`config.mk`:
```
export PLATFORM = sky130hd
export DESIGN_NAME = sum_stream_src
export DESIGN_NICKNAME = d
export VERILOG_FILES = /design/src/rtl/sum_stream_pkg.sv /design/src/rtl/sum_stream_buf.sv /design/src/rtl/sum_stream_src.sv
export SDC_FILE = /design/constraint.sdc
export NUM_CORES = 1
export LEC_CHECK = 0
export CAP_MARGIN = 10
export CORE_MARGIN = 2
export CORE_UTILIZATION = 45
export DETAILED_ROUTE_END_ITERATION = 7
export HOLD_SLACK_MARGIN = 0.08
export PLACE_DENSITY_LB_ADDON = 0.3
export SYNTH_ARGS = -nofsm -noshare
export SYNTH_HDL_FRONTEND = slang
export SYNTH_SLANG_ARGS = --single-unit
```
`constraint.sdc`:
```
create_clock -name ck -period 4 [get_ports ck]
set_clock_uncertainty 0.05 [all_clocks]
set_input_delay 0.8 -clock ck [delete_from_list [all_inputs] [get_ports ck]]
set_output_delay 0.8 -clock ck [all_outputs]
set_load 0.01 [all_outputs]
```
`src/rtl/sum_stream_pkg.sv`:
```
// Shared defaults and state encoding for the summing stream source.
package sum_stream_pkg;

  localparam int DEF_DEPTH   = 8;
  localparam int DEF_WIDTH   = 16;
  localparam int DEF_TIMEOUT = 15;

  typedef enum logic [2:0] {
    ST_IDLE,
    ST_GO,
    ST_SEND,
    ST_TERM,
    ST_WAIT
  } state_t;

endpackage

```
`src/rtl/sum_stream_buf.sv`:
```
// Word buffer with fill count; written in order, read combinationally by index.
module sum_stream_buf #(
  parameter int DEPTH = 8,
  parameter int WIDTH = 16,
  parameter int CW    = $clog2(DEPTH + 1),
  parameter int IW    = (DEPTH > 1) ? $clog2(DEPTH) : 1
) (
  input  logic             ck,
  input  logic             reset,
  input  logic             we,
  input  logic [WIDTH-1:0] wr_data,
  input  logic             clr,
  input  logic [IW-1:0]    rd_idx,
  output logic [WIDTH-1:0] rd_data,
  output logic [CW-1:0]    count,
  output logic             full
);

  logic [WIDTH-1:0] mem [DEPTH];

  // Storage needs no reset; only the count defines which entries are live.
  always_ff @(posedge ck) begin
    if (we) mem[count[IW-1:0]] <= wr_data;
  end

  always_ff @(posedge ck) begin
    if (reset)    count <= '0;
    else if (clr) count <= '0;
    else if (we)  count <= count + CW'(1);
  end

  assign rd_data = mem[rd_idx];
  assign full    = (count == CW'(DEPTH));

endmodule

```
`src/rtl/sum_stream_src.sv`:
```
// Streams buffered words to an external accumulator and checks its returned sum.
//
// state | meaning
// IDLE  | accepting writes/clr, waiting for start
// GO    | go_l strobe low for one cycle
// SEND  | one buffered word per cycle on outA
// TERM  | zero terminator word
// WAIT  | waiting for done, bounded by TIMEOUT
module sum_stream_src
  import sum_stream_pkg::*;
#(
  parameter int DEPTH   = DEF_DEPTH,
  parameter int WIDTH   = DEF_WIDTH,
  parameter int TIMEOUT = DEF_TIMEOUT
) (
  input  logic             ck,
  input  logic             reset,
  input  logic             wr_en,
  input  logic [WIDTH-1:0] wr_data,
  input  logic             clr,
  input  logic             start,
  input  logic             done,
  input  logic [WIDTH-1:0] sum,
  output logic             go_l,
  output logic [WIDTH-1:0] outA,
  output logic             busy,
  output logic             full,
  output logic             wr_err,
  output logic             result_valid,
  output logic [WIDTH-1:0] result,
  output logic             match,
  output logic             timeout
);

  localparam int CW = $clog2(DEPTH + 1);
  localparam int IW = (DEPTH > 1) ? $clog2(DEPTH) : 1;
  localparam int TW = $clog2(TIMEOUT + 1);

  state_t           state, nstate;
  logic [CW-1:0]    count, len, idx;
  logic [TW-1:0]    wait_cnt;
  logic [WIDTH-1:0] expected, rd_data;
  logic             idle, wr_ok, wr_rej, clr_ok, start_ok;

  assign idle     = (state == ST_IDLE);
  assign clr_ok   = clr && idle;
  assign start_ok = start && !clr && idle;
  assign wr_ok    = wr_en && idle && (wr_data != '0) && !full && !clr && !start;
  // Writes coinciding with clr or start are dropped without an error.
  assign wr_rej   = wr_en && !wr_ok && !clr && !start;
  assign busy     = !idle;

  sum_stream_buf #(.DEPTH(DEPTH), .WIDTH(WIDTH), .CW(CW), .IW(IW)) u_buf (
    .ck      (ck),
    .reset   (reset),
    .we      (wr_ok),
    .wr_data (wr_data),
    .clr     (clr_ok),
    .rd_idx  (idx[IW-1:0]),
    .rd_data (rd_data),
    .count   (count),
    .full    (full)
  );

  always_comb begin
    nstate = state;
    go_l   = 1'b1;
    outA   = '0;
    case (state)
      ST_IDLE: if (start_ok) nstate = ST_GO;
      ST_GO: begin
        go_l   = 1'b0;
        nstate = (len != '0) ? ST_SEND : ST_TERM;
      end
      ST_SEND: begin
        outA = rd_data;
        if (idx == len - CW'(1)) nstate = ST_TERM;
      end
      ST_TERM: nstate = ST_WAIT;
      ST_WAIT: if (done || wait_cnt == '0) nstate = ST_IDLE;
      default: nstate = ST_IDLE;
    endcase
  end

  always_ff @(posedge ck) begin
    if (reset) begin
      state        <= ST_IDLE;
      len          <= '0;
      idx          <= '0;
      wait_cnt     <= '0;
      expected     <= '0;
      wr_err       <= 1'b0;
      result_valid <= 1'b0;
      result       <= '0;
      match        <= 1'b0;
      timeout      <= 1'b0;
    end else begin
      state        <= nstate;
      wr_err       <= wr_rej;
      result_valid <= 1'b0;
      case (state)
        ST_IDLE: if (start_ok) begin
          len      <= count;
          idx      <= '0;
          expected <= '0;
        end
        ST_SEND: begin
          expected <= expected + rd_data;
          idx      <= idx + CW'(1);
        end
        ST_TERM: wait_cnt <= TW'(TIMEOUT - 1);
        ST_WAIT: begin
          if (done) begin
            result_valid <= 1'b1;
            result       <= sum;
            match        <= (sum == expected);
            timeout      <= 1'b0;
          end else if (wait_cnt == '0) begin
            result_valid <= 1'b1;
            result       <= '0;
            match        <= 1'b0;
            timeout      <= 1'b1;
          end else begin
            wait_cnt <= wait_cnt - TW'(1);
          end
        end
        default: ;
      endcase
    end
  end

endmodule
```
==> impl_results.md <==
- Run status: complete, no violations
- Syn Area/Cell: 14.0 um2
- EDFF count, synth: 128
- Die height: 138 um
- DR WL/cell: 19.4 um
- Final global-route overflow total: 0
- Vias in the first global route: 4910
- Worst setup margin: 0.278 ns
- CTS Buf Count: 17
- Hold slack final: 0.426 ns
- Syn Inst Count: 574
- Drt via density: 5.53
- Clk root buf: clkbuf_16
- IO buf count: 76
- Detailed-route via count: 4950
- Final setup fails: 0
- Initial antenna violation count: 0
- CTS clk-pin slew, worst paths: 0.07 ns
- R2R depth: 11
- Net Count, Synth: 633
- Max VDD drop: 0.000375 V
- Number of remaining DRC errors: 0
- DRT antenna net count: 0
- Max Cap Viol: 0
- Min-Delay Path Class: register to register
- Buf/Inv on CP: 3
- Most frequent CP cell: buf_4
- Placed Instances: 863
- Top FF cell, synth: edfxtp_1
- Drt total wl: 17.4 mm
- Die width: 138 um
- Worst setup SP type: register
- Commonest non-fill, non-tap cells in the layout: edfxtp_1, clkdlybuf4s50_1, dfxtp_1
- DRT iter0 DRCs: 338
- Synthesis-to-layout area growth: 20.4%
- Utilization after layout: 0.557
- Post_cts resized: 0
- GP Congestion: 0.820
- CTS Hold Bufs: 0
- Levels on crit path: 6
- Min Tclk post-route: 3.72 ns
- # IOs: 77
- Tot GR Track Use: 0.192
- Nets: 716
- Maximum number of pins on one net before global-route repair: 23
- Slowest Stage Delay on Critical Path: 0.54 ns
- Crit path max-delay cell type: mux4_2
- Fillers: 1382
- Fin cells: 895
- Arr. time, crit path: 2.87 ns
- Worst-margin pin slew: 1.09 ns
- TritonCTS clock tree: done
- Crit-path cells: buf_4 > buf_4 > mux4_2 > mux2_2 > and2_1 > clkdlybuf4s50_1
- Pwr Density: 521 mW/mm2
- Hold Path Depth: 2
- Lkg Pwr: 3.22 nW
- Layout cell share with drive strength beyond 1: 0.161
- # rows: 48
- Number of inserted diodes: 0
- Netlist cell types: 58
- Final hold violation count: 0
- TNS Setup: 0 ns
- Sequential-to-total area share from yosys stat: 0.621
- CP max FO: 10
- Critical setup path kind: register to primary output
- Yosys warns: 0
- Initial Util: 0.462
- Core box area: 0.0174 mm2
- CTS Sinks: 186
- Post-CTS setup repair buffer count: 0
- Worst setup EP type: primary output
- Dpl ws: 0.343 ns
- Die area: 0.0190 mm2
- Worst-Skew Late Latency: 0.43 ns
- H-tree lvl count: 4
- Required @ worst endpoint: 3.15 ns
- Crit-path leading delay family: buffers and inverters
- Final worst-path cycle share: 0.931
- DRT Pass-1 Iters: 4
- Asr flop ratio synth: 0
- Area of the mapped netlist: 0.00805 mm2
- Flops & latches, synth: 186
- Worst slew margin: 0.275
- RSZ-0062 raised after global routing: no
- Global-route wire length before repair: 26.7 mm
- Commonest non-fill, non-tap cell in the layout: edfxtp_1
- DP Wirelength: 11.7 mm
- Fmax achieved: 0.269 GHz
- Fin. max-slew vios: 0
- CTS max path bufs: 2
final cells by class:
class,count,area [um2],share of cell area
tap,225,282,0.0290
inverter,12,45.0,0.00465
clock inverter,15,168,0.0173
timing repair buffer,93,888,0.0916
multi-input combinational,347,2880,0.297
sequential,186,5010,0.516
clock buffer,17,425,0.0439
metrics by stage:
stage               power [mW]  cell area, um2
global placement          3.38            9100
finish                    5.05            9700
global route              5.27            9700
floorplan                 3.04            8050
detailed placement        3.40            9100
CTS                       5.09            9700
flip-flops by register name (all words and copies together), names as in the netlist, named ones only:
register      flops
state             3
timeout           1
result_valid      1
u_buf.mem       128
idx               4
u_buf.count       4
result           16
wr_err            1
len               4
match             1
expected         16
wait_cnt          4
path summary, 6_finish.rpt:
kind / from / end / slack, ns
setup / recovery: register / outA[13] / 0.28
hold / removal: timeout / timeout / 0.43
setup reg to reg: register / expected[12] / 0.52
hold reg to reg: timeout / timeout / 0.43
report_power, final:
group	internal (mW)	switching, mW	total, mW
Combinational	0.564	0.592	1.16
Sequential	2.13	0.0846	2.21
Clock	0.935	0.744	1.68
Total	3.63	1.42	5.05
routing by layer:
metal	vias up	track usage	wire, um
li1	2343	-	-
met1	2456	0.242	7570
met2	135	0.330	8730
met3	16	0.0464	919
met4	0	0.0527	174
met5	-	0	0
worst min-delay path: cells and delay by family, from the launching register on:
kind,cells,cell delay (ns)
compound gates,1,0.06
buf+inv,1,0.05
flops,1,0.32
logic make-up (layout without fill, tap and decap cells):
logic type / after synthesis / after routing / synth area share
XOR/XNOR: 40 / 40 / 0.0435
AND/OR/NAND/NOR: 152 / 152 / 0.0946
multiplexers: 49 / 49 / 0.114
flip-flops: 186 / 186 / 0.621
adder cells (fa/ha/maj): 21 / 21 / 0.0336
buffers and inverters: 41 / 137 / 0.0221
AO/OA/AOI/OAI: 85 / 85 / 0.0704
synthesized netlist by cell type, types with 13 or more instances:
cell type | number | area share
a21oi_1 | 30 | 0.019
a22oi_1 | 16 | 0.015
and2_1 | 17 | 0.013
clkbuf_1 | 15 | 0.0070
dfxtp_1 | 58 | 0.14
edfxtp_1 | 128 | 0.48
ha_1 | 20 | 0.031
mux2_2 | 15 | 0.021
mux4_2 | 32 | 0.089
nand2_1 | 30 | 0.014
nor2_1 | 46 | 0.021
nor3_1 | 13 | 0.0081
xnor2_1 | 29 | 0.032
Power figures use the tool's default switching activity.
